### src/rtl/fifo_arb_pkg.sv
// Shared types and default parameters for the FIFO write arbiter.
//   arb_state_e   : arbiter FSM state encoding
//   DEF_*         : default values for N_REQ, WIDTH and MAX_BURST
package fifo_arb_pkg;

    typedef enum logic {
        IDLE  = 1'b0,
        BURST = 1'b1
    } arb_state_e;

    localparam int unsigned DEF_N_REQ     = 4;
    localparam int unsigned DEF_WIDTH     = 8;
    localparam int unsigned DEF_MAX_BURST = 4;

endpackage

### src/rtl/rr_pick.sv
// Combinational round-robin picker: first set bit of req at or after ptr,
// wrapping modulo N_REQ.
//   req   : request vector
//   ptr   : search start index
//   found : any request set
//   idx   : selected index (ptr when nothing is set)
module rr_pick
    import fifo_arb_pkg::*;
#(
    parameter int unsigned N_REQ = DEF_N_REQ,
    parameter int unsigned IW    = $clog2(N_REQ)
) (
    input  logic [N_REQ-1:0] req,
    input  logic [IW-1:0]    ptr,
    output logic             found,
    output logic [IW-1:0]    idx
);

    // Scan from the farthest offset down so the nearest request wins.
    always_comb begin
        int c;
        c     = 0;
        found = |req;
        idx   = ptr;
        for (int k = int'(N_REQ) - 1; k >= 0; k--) begin
            c = int'(ptr) + k;
            if (c >= int'(N_REQ)) c = c - int'(N_REQ);
            if (req[IW'(c)]) idx = IW'(c);
        end
    end

endmodule

### src/rtl/fifo_wr_arbiter.sv
// Round-robin arbiter merging N_REQ producer streams into one FIFO write port.
// A granted producer keeps the port for up to MAX_BURST beats, until its
// req_last beat, or until it drops req_valid.
// Optional feature: define FIFO_WR_ARBITER_STATS_EN to add per-producer
// saturating grant counters on grant_cnt.
//   clk, reset_n : clock (rising edge), async active-low reset
//   req_valid    : per-producer beat valid
//   req_data     : producer i data at [i*WIDTH +: WIDTH]
//   req_last     : per-producer end of packet
//   req_ready    : per-producer accept (combinational from full)
//   full         : shared FIFO full flag
//   wr_en/data_o : registered FIFO write strobe and data
//   grant_id     : current owner index
//   busy         : high while a burst is in progress
//   grant_cnt    : (stats build only) 16-bit grant count per producer
module fifo_wr_arbiter
    import fifo_arb_pkg::*;
#(
    parameter int unsigned N_REQ     = DEF_N_REQ,
    parameter int unsigned WIDTH     = DEF_WIDTH,
    parameter int unsigned MAX_BURST = DEF_MAX_BURST
) (
    input  logic                       clk,
    input  logic                       reset_n,
    input  logic [N_REQ-1:0]           req_valid,
    input  logic [N_REQ*WIDTH-1:0]     req_data,
    input  logic [N_REQ-1:0]           req_last,
    output logic [N_REQ-1:0]           req_ready,
    input  logic                       full,
    output logic                       wr_en,
    output logic [WIDTH-1:0]           data_o,
    output logic [$clog2(N_REQ)-1:0]   grant_id,
    output logic                       busy
`ifdef FIFO_WR_ARBITER_STATS_EN
    ,
    output logic [N_REQ*16-1:0]        grant_cnt
`endif
);

    localparam int unsigned IW = $clog2(N_REQ);
    localparam int unsigned CW = $clog2(MAX_BURST + 1);

    arb_state_e       r_state, w_state_nxt;
    logic [IW-1:0]    r_grant_id, w_grant_id_nxt;
    logic [IW-1:0]    r_rr_ptr, w_rr_ptr_nxt;
    logic [CW-1:0]    r_cnt, w_cnt_nxt, w_cnt_inc;
    logic             r_wr_en;
    logic [WIDTH-1:0] r_data;
    logic [N_REQ-1:0] w_ready;
    logic             w_xfer, w_grant, w_found;
    logic [IW-1:0]    w_pick_idx;
    logic             w_valid_g, w_last_g;
    logic [WIDTH-1:0] w_beat;

    rr_pick #(
        .N_REQ (N_REQ),
        .IW    (IW)
    ) u_rr_pick (
        .req   (req_valid),
        .ptr   (r_rr_ptr),
        .found (w_found),
        .idx   (w_pick_idx)
    );

    // Owner's valid/last/data.
    always_comb begin
        w_valid_g = req_valid[r_grant_id];
        w_last_g  = req_last[r_grant_id];
        w_beat    = '0;
        for (int i = 0; i < int'(N_REQ); i++) begin
            if (r_grant_id == IW'(i)) w_beat = req_data[i*WIDTH +: WIDTH];
        end
    end

    assign w_cnt_inc = r_cnt + CW'(1);

    // State register.
    always_ff @(posedge clk or negedge reset_n) begin
        if (!reset_n) r_state <= IDLE;
        else          r_state <= w_state_nxt;
    end

    // Next state, grant bookkeeping and ready.
    always_comb begin
        w_state_nxt    = r_state;
        w_grant_id_nxt = r_grant_id;
        w_rr_ptr_nxt   = r_rr_ptr;
        w_cnt_nxt      = r_cnt;
        w_ready        = '0;
        w_xfer         = 1'b0;
        w_grant        = 1'b0;
        case (r_state)
            IDLE: begin
                if (w_found && !full) begin
                    w_state_nxt    = BURST;
                    w_grant_id_nxt = w_pick_idx;
                    w_cnt_nxt      = '0;
                    w_grant        = 1'b1;
                end
            end
            BURST: begin
                w_ready[r_grant_id] = !full;
                w_xfer              = w_valid_g && !full;
                if (w_xfer) w_cnt_nxt = w_cnt_inc;
                // Full alone only stalls; a dropped valid ends the burst.
                if (!w_valid_g ||
                    (w_xfer && (w_last_g || w_cnt_inc == CW'(MAX_BURST)))) begin
                    w_state_nxt  = IDLE;
                    w_rr_ptr_nxt = (r_grant_id == IW'(N_REQ - 1)) ? '0
                                                                  : r_grant_id + IW'(1);
                end
            end
            default: w_state_nxt = IDLE;
        endcase
    end

    // Datapath and arbitration registers.
    always_ff @(posedge clk or negedge reset_n) begin
        if (!reset_n) begin
            r_grant_id <= '0;
            r_rr_ptr   <= '0;
            r_cnt      <= '0;
            r_wr_en    <= 1'b0;
            r_data     <= '0;
        end else begin
            r_grant_id <= w_grant_id_nxt;
            r_rr_ptr   <= w_rr_ptr_nxt;
            r_cnt      <= w_cnt_nxt;
            r_wr_en    <= w_xfer;
            if (w_xfer) r_data <= w_beat;
        end
    end

    assign req_ready = w_ready;
    assign wr_en     = r_wr_en;
    assign data_o    = r_data;
    assign grant_id  = r_grant_id;
    assign busy      = (r_state == BURST);

`ifdef FIFO_WR_ARBITER_STATS_EN
    logic [15:0] r_grant_cnt [N_REQ];

    // Saturating per-producer grant counters.
    always_ff @(posedge clk or negedge reset_n) begin
        if (!reset_n) begin
            for (int i = 0; i < int'(N_REQ); i++) r_grant_cnt[i] <= '0;
        end else begin
            for (int i = 0; i < int'(N_REQ); i++) begin
                if (w_grant && w_pick_idx == IW'(i) && r_grant_cnt[i] != 16'hFFFF)
                    r_grant_cnt[i] <= r_grant_cnt[i] + 16'd1;
            end
        end
    end

    always_comb begin
        for (int i = 0; i < int'(N_REQ); i++) grant_cnt[i*16 +: 16] = r_grant_cnt[i];
    end
`endif

endmodule
### config.mk
export PLATFORM = sky130hd
export DESIGN_NAME = fifo_wr_arbiter
export DESIGN_NICKNAME = d
export VERILOG_FILES = /design/src/rtl/fifo_arb_pkg.sv /design/src/rtl/rr_pick.sv /design/src/rtl/fifo_wr_arbiter.sv
export SDC_FILE = /design/constraint.sdc
export NUM_CORES = 1
export LEC_CHECK = 0
export CAP_MARGIN = 30
export CORE_UTILIZATION = 43
export CTS_BUF_LIST = sky130_fd_sc_hd__clkbuf_4 sky130_fd_sc_hd__clkbuf_8 sky130_fd_sc_hd__clkbuf_16
export DETAILED_ROUTE_END_ITERATION = 7
export HOLD_SLACK_MARGIN = 0.06
export MAX_ROUTING_LAYER = met4
export PLACE_DENSITY = 0.85
export SKIP_CTS_REPAIR_TIMING = 1
export SLEW_MARGIN = 20
export SYNTH_ARGS = -nofsm -noshare
export SYNTH_HDL_FRONTEND = slang
export SYNTH_SLANG_ARGS = --single-unit
export TNS_END_PERCENT = 1
### constraint.sdc
create_clock -name clk -period 4 [get_ports clk]
set_input_delay 0.8 -clock clk [delete_from_list [all_inputs] [get_ports clk]]
set_output_delay 0.8 -clock clk [all_outputs]
set_load 0.05 [all_outputs]
==> reports/summary.txt <==
status = completed
Hold Fails Final Rpt = 0
CP top delay family = buffers and inverters
f_max = 0.284 GHz
largest net degree at the start of global routing = 19
RSZ-0062 raised after global routing = false
fin nets = 228
TritonCTS clock tree = built
Synth warnings = 0
number of synthesized flops with an enable pin = 0
CP endpoint kind = output port
Final Cell Area = 1790 sq um
Clock H-tree levels = 1
CTS clk-pin slew, worst paths = 0.10 ns
area grow syn2layout = 52.1%
Die H = 54.3 microns
crit path DAT = 2.72 ns
Slew Viols, Final = 0
routed len/inst = 15.1 microns
Port Buf Inserts = 58
area leader, netlist = dfrtp_1
min-delay src = data_o[4]
Post-Layout Cell Count = 208
Netlist cell types = 38
crit path buf inv count = 3
pre-CTS setup slack = 0.599 ns
clock sinks = 17
Crit-path slowest cell = clkdlybuf4s50_1
Final HPWL DP = 2510 microns
reg2reg start = grant_id[1]
GRT Residual Overflow = 0
peak supply drop = 0.529 mV
most frequent cells in the layout = clkdlybuf4s50_1, dfrtp_1, nand2_1, nor2_1
Worst Setup Slack, final = 0.482 ns
Synth top area share = 36.1%
Seq/Total Area, Yosys = 36.1%
commonest non-fill, non-tap cell in the layout = clkdlybuf4s50_1
remaining routing DRC violations = 0
Final Cycle Share = 87.9%
post-layout util = 71.0%
gr usage total = 23.3%
Routed Antenna Nets = 0
max-cap viol count = 0
cell count after synthesis = 121
crit-path max FO = 9
Setup TNS Final = 0 ns
total CTS buffers = 3
CORE AREA = 2520 sq um
root buffer cell = clkbuf_4
power density over the cells = 669 nW/um^2
Iter 0 DRT Violations = 34
Synth async-reset ratio = 100%
mapped cell area = 1180 sq um
slowest cell delay on critical path = 0.85 ns
leakage = 0.000704 uW
Final Routed Wirelength = 3150 microns
crit start category = register
Main synth FF type = dfrtp_1
ANT cells = 0
first drt pass iteration count = 4
Initial Util = 46.7%
Max-slew headroom = 48.8%
shortest clock period the worst path allows after layout = 3.52 ns
Hold Crit Class = register to register
critical setup path kind = register to output port
Req. time, crit path = 3.20 ns
Syn Area/Cell = 9.73 sq um
first-pass GRT wire length = 4750 microns
clk_skew = 0.00373 ns
clock buffer depth = 2
DIE AREA = 2950 sq um
vias in the first global route = 1,086
top post-synthesis cells by area = dfrtp_1, ha_1, a221oi_1
Rows = 18
#FFs+latches synth = 17
layout cell share with drive strength beyond 1 = 6.74%
vias = 1,208
GPL Wtd Cong = 0.819
placed cells = 204
Setup-failing EPs final = 0
I/O pin count = 59
crit path from = grant_id[0]
Slew @ Worst Pin = 0.766 ns
Mapped Nets = 170
Chip Width = 54.3 microns
initial antenna violation count = 0
DP Area = 1760 sq um
worst skew pair latency = 0.29 ns
drt via density = 5.81
crit-path cells = inv_1, ha_1, clkinv_1, nor3_1, clkdlybuf4s50_1
-- where the power goes --
group          leakage (uW)  internal, uW  switching, uW
sequential         0.000207           245           68.3
clock             0.0000184          45.6           55.3
combinational      0.000479           313            470
total              0.000704           604            594
-- worst paths after layout --
path,to,slack [ns],cells past startpoint
max,req_ready[2],0.48,5
min,data_o[4],0.50,1
max reg2reg,data_o[3],1.89,6
min reg2reg,data_o[4],0.50,1
max in group asynchronous,data_o[3],2.58,1
min in group asynchronous,data_o[7],0.94,1
-- state kept, by name, summed over array words and instances (netlist names) --
register,flops
data_o,8
r_cnt,3
grant_id,2
r_rr_ptr,2
busy,1
wr_en,1
-- cell usage after synthesis, types with 2 or more instances --
cell / count
nor2_1: 9
o22ai_1: 2
o311ai_0: 6
clkbuf_1: 2
a221oi_1: 7
o21a_1: 7
mux2_1: 2
a21oi_1: 5
nand2_1: 13
nand3_1: 3
nand2b_1: 4
mux4_2: 2
and2_1: 3
inv_1: 6
dfrtp_1: 17
o21ai_0: 4
nor2b_1: 3
ha_1: 6
-- per-layer routing --
metal  track usage [%]  vias to the layer above  routed length, microns
met3              4.44                        2                     400
met2              40.2                       66                    1520
met5                 -                        -                       0
li1                  -                      572                       -
met4              7.26                        0                      23
met1              27.2                      568                    1200
-- area by class of cell --
class                           instances  area (sq um)
Clock buffer                            4          30.0
Fill cell                             201           732
Inverter                                8          32.5
Multi-Input combinational cell         91           684
Sequential cell                        17           425
Tap cell                               30          37.5
Timing Repair Buffer                   58           581
-- per-stage QoR --
step	hold slack (ns)	total power (uW)
final	0.500	1200
after global routing	0.530	1280
after CTS	0.501	1200
after detailed placement	0.480	1100
after global placement	0.473	1080
after floorplan	0.458	857
-- logic make-up (layout without fill, tap and decap cells) --
family | Yosys count | after routing | synth area share, %
muxes | 5 | 5 | 6.59
adders and majority gates | 6 | 6 | 6.38
AOI/OAI and AO/OA | 41 | 41 | 28.9
and+or+nand+nor | 39 | 39 | 16.3
buffers and inverters | 13 | 70 | 5.74
DFF | 17 | 17 | 36.1
Note: power is estimated with default switching activity, not from simulation.
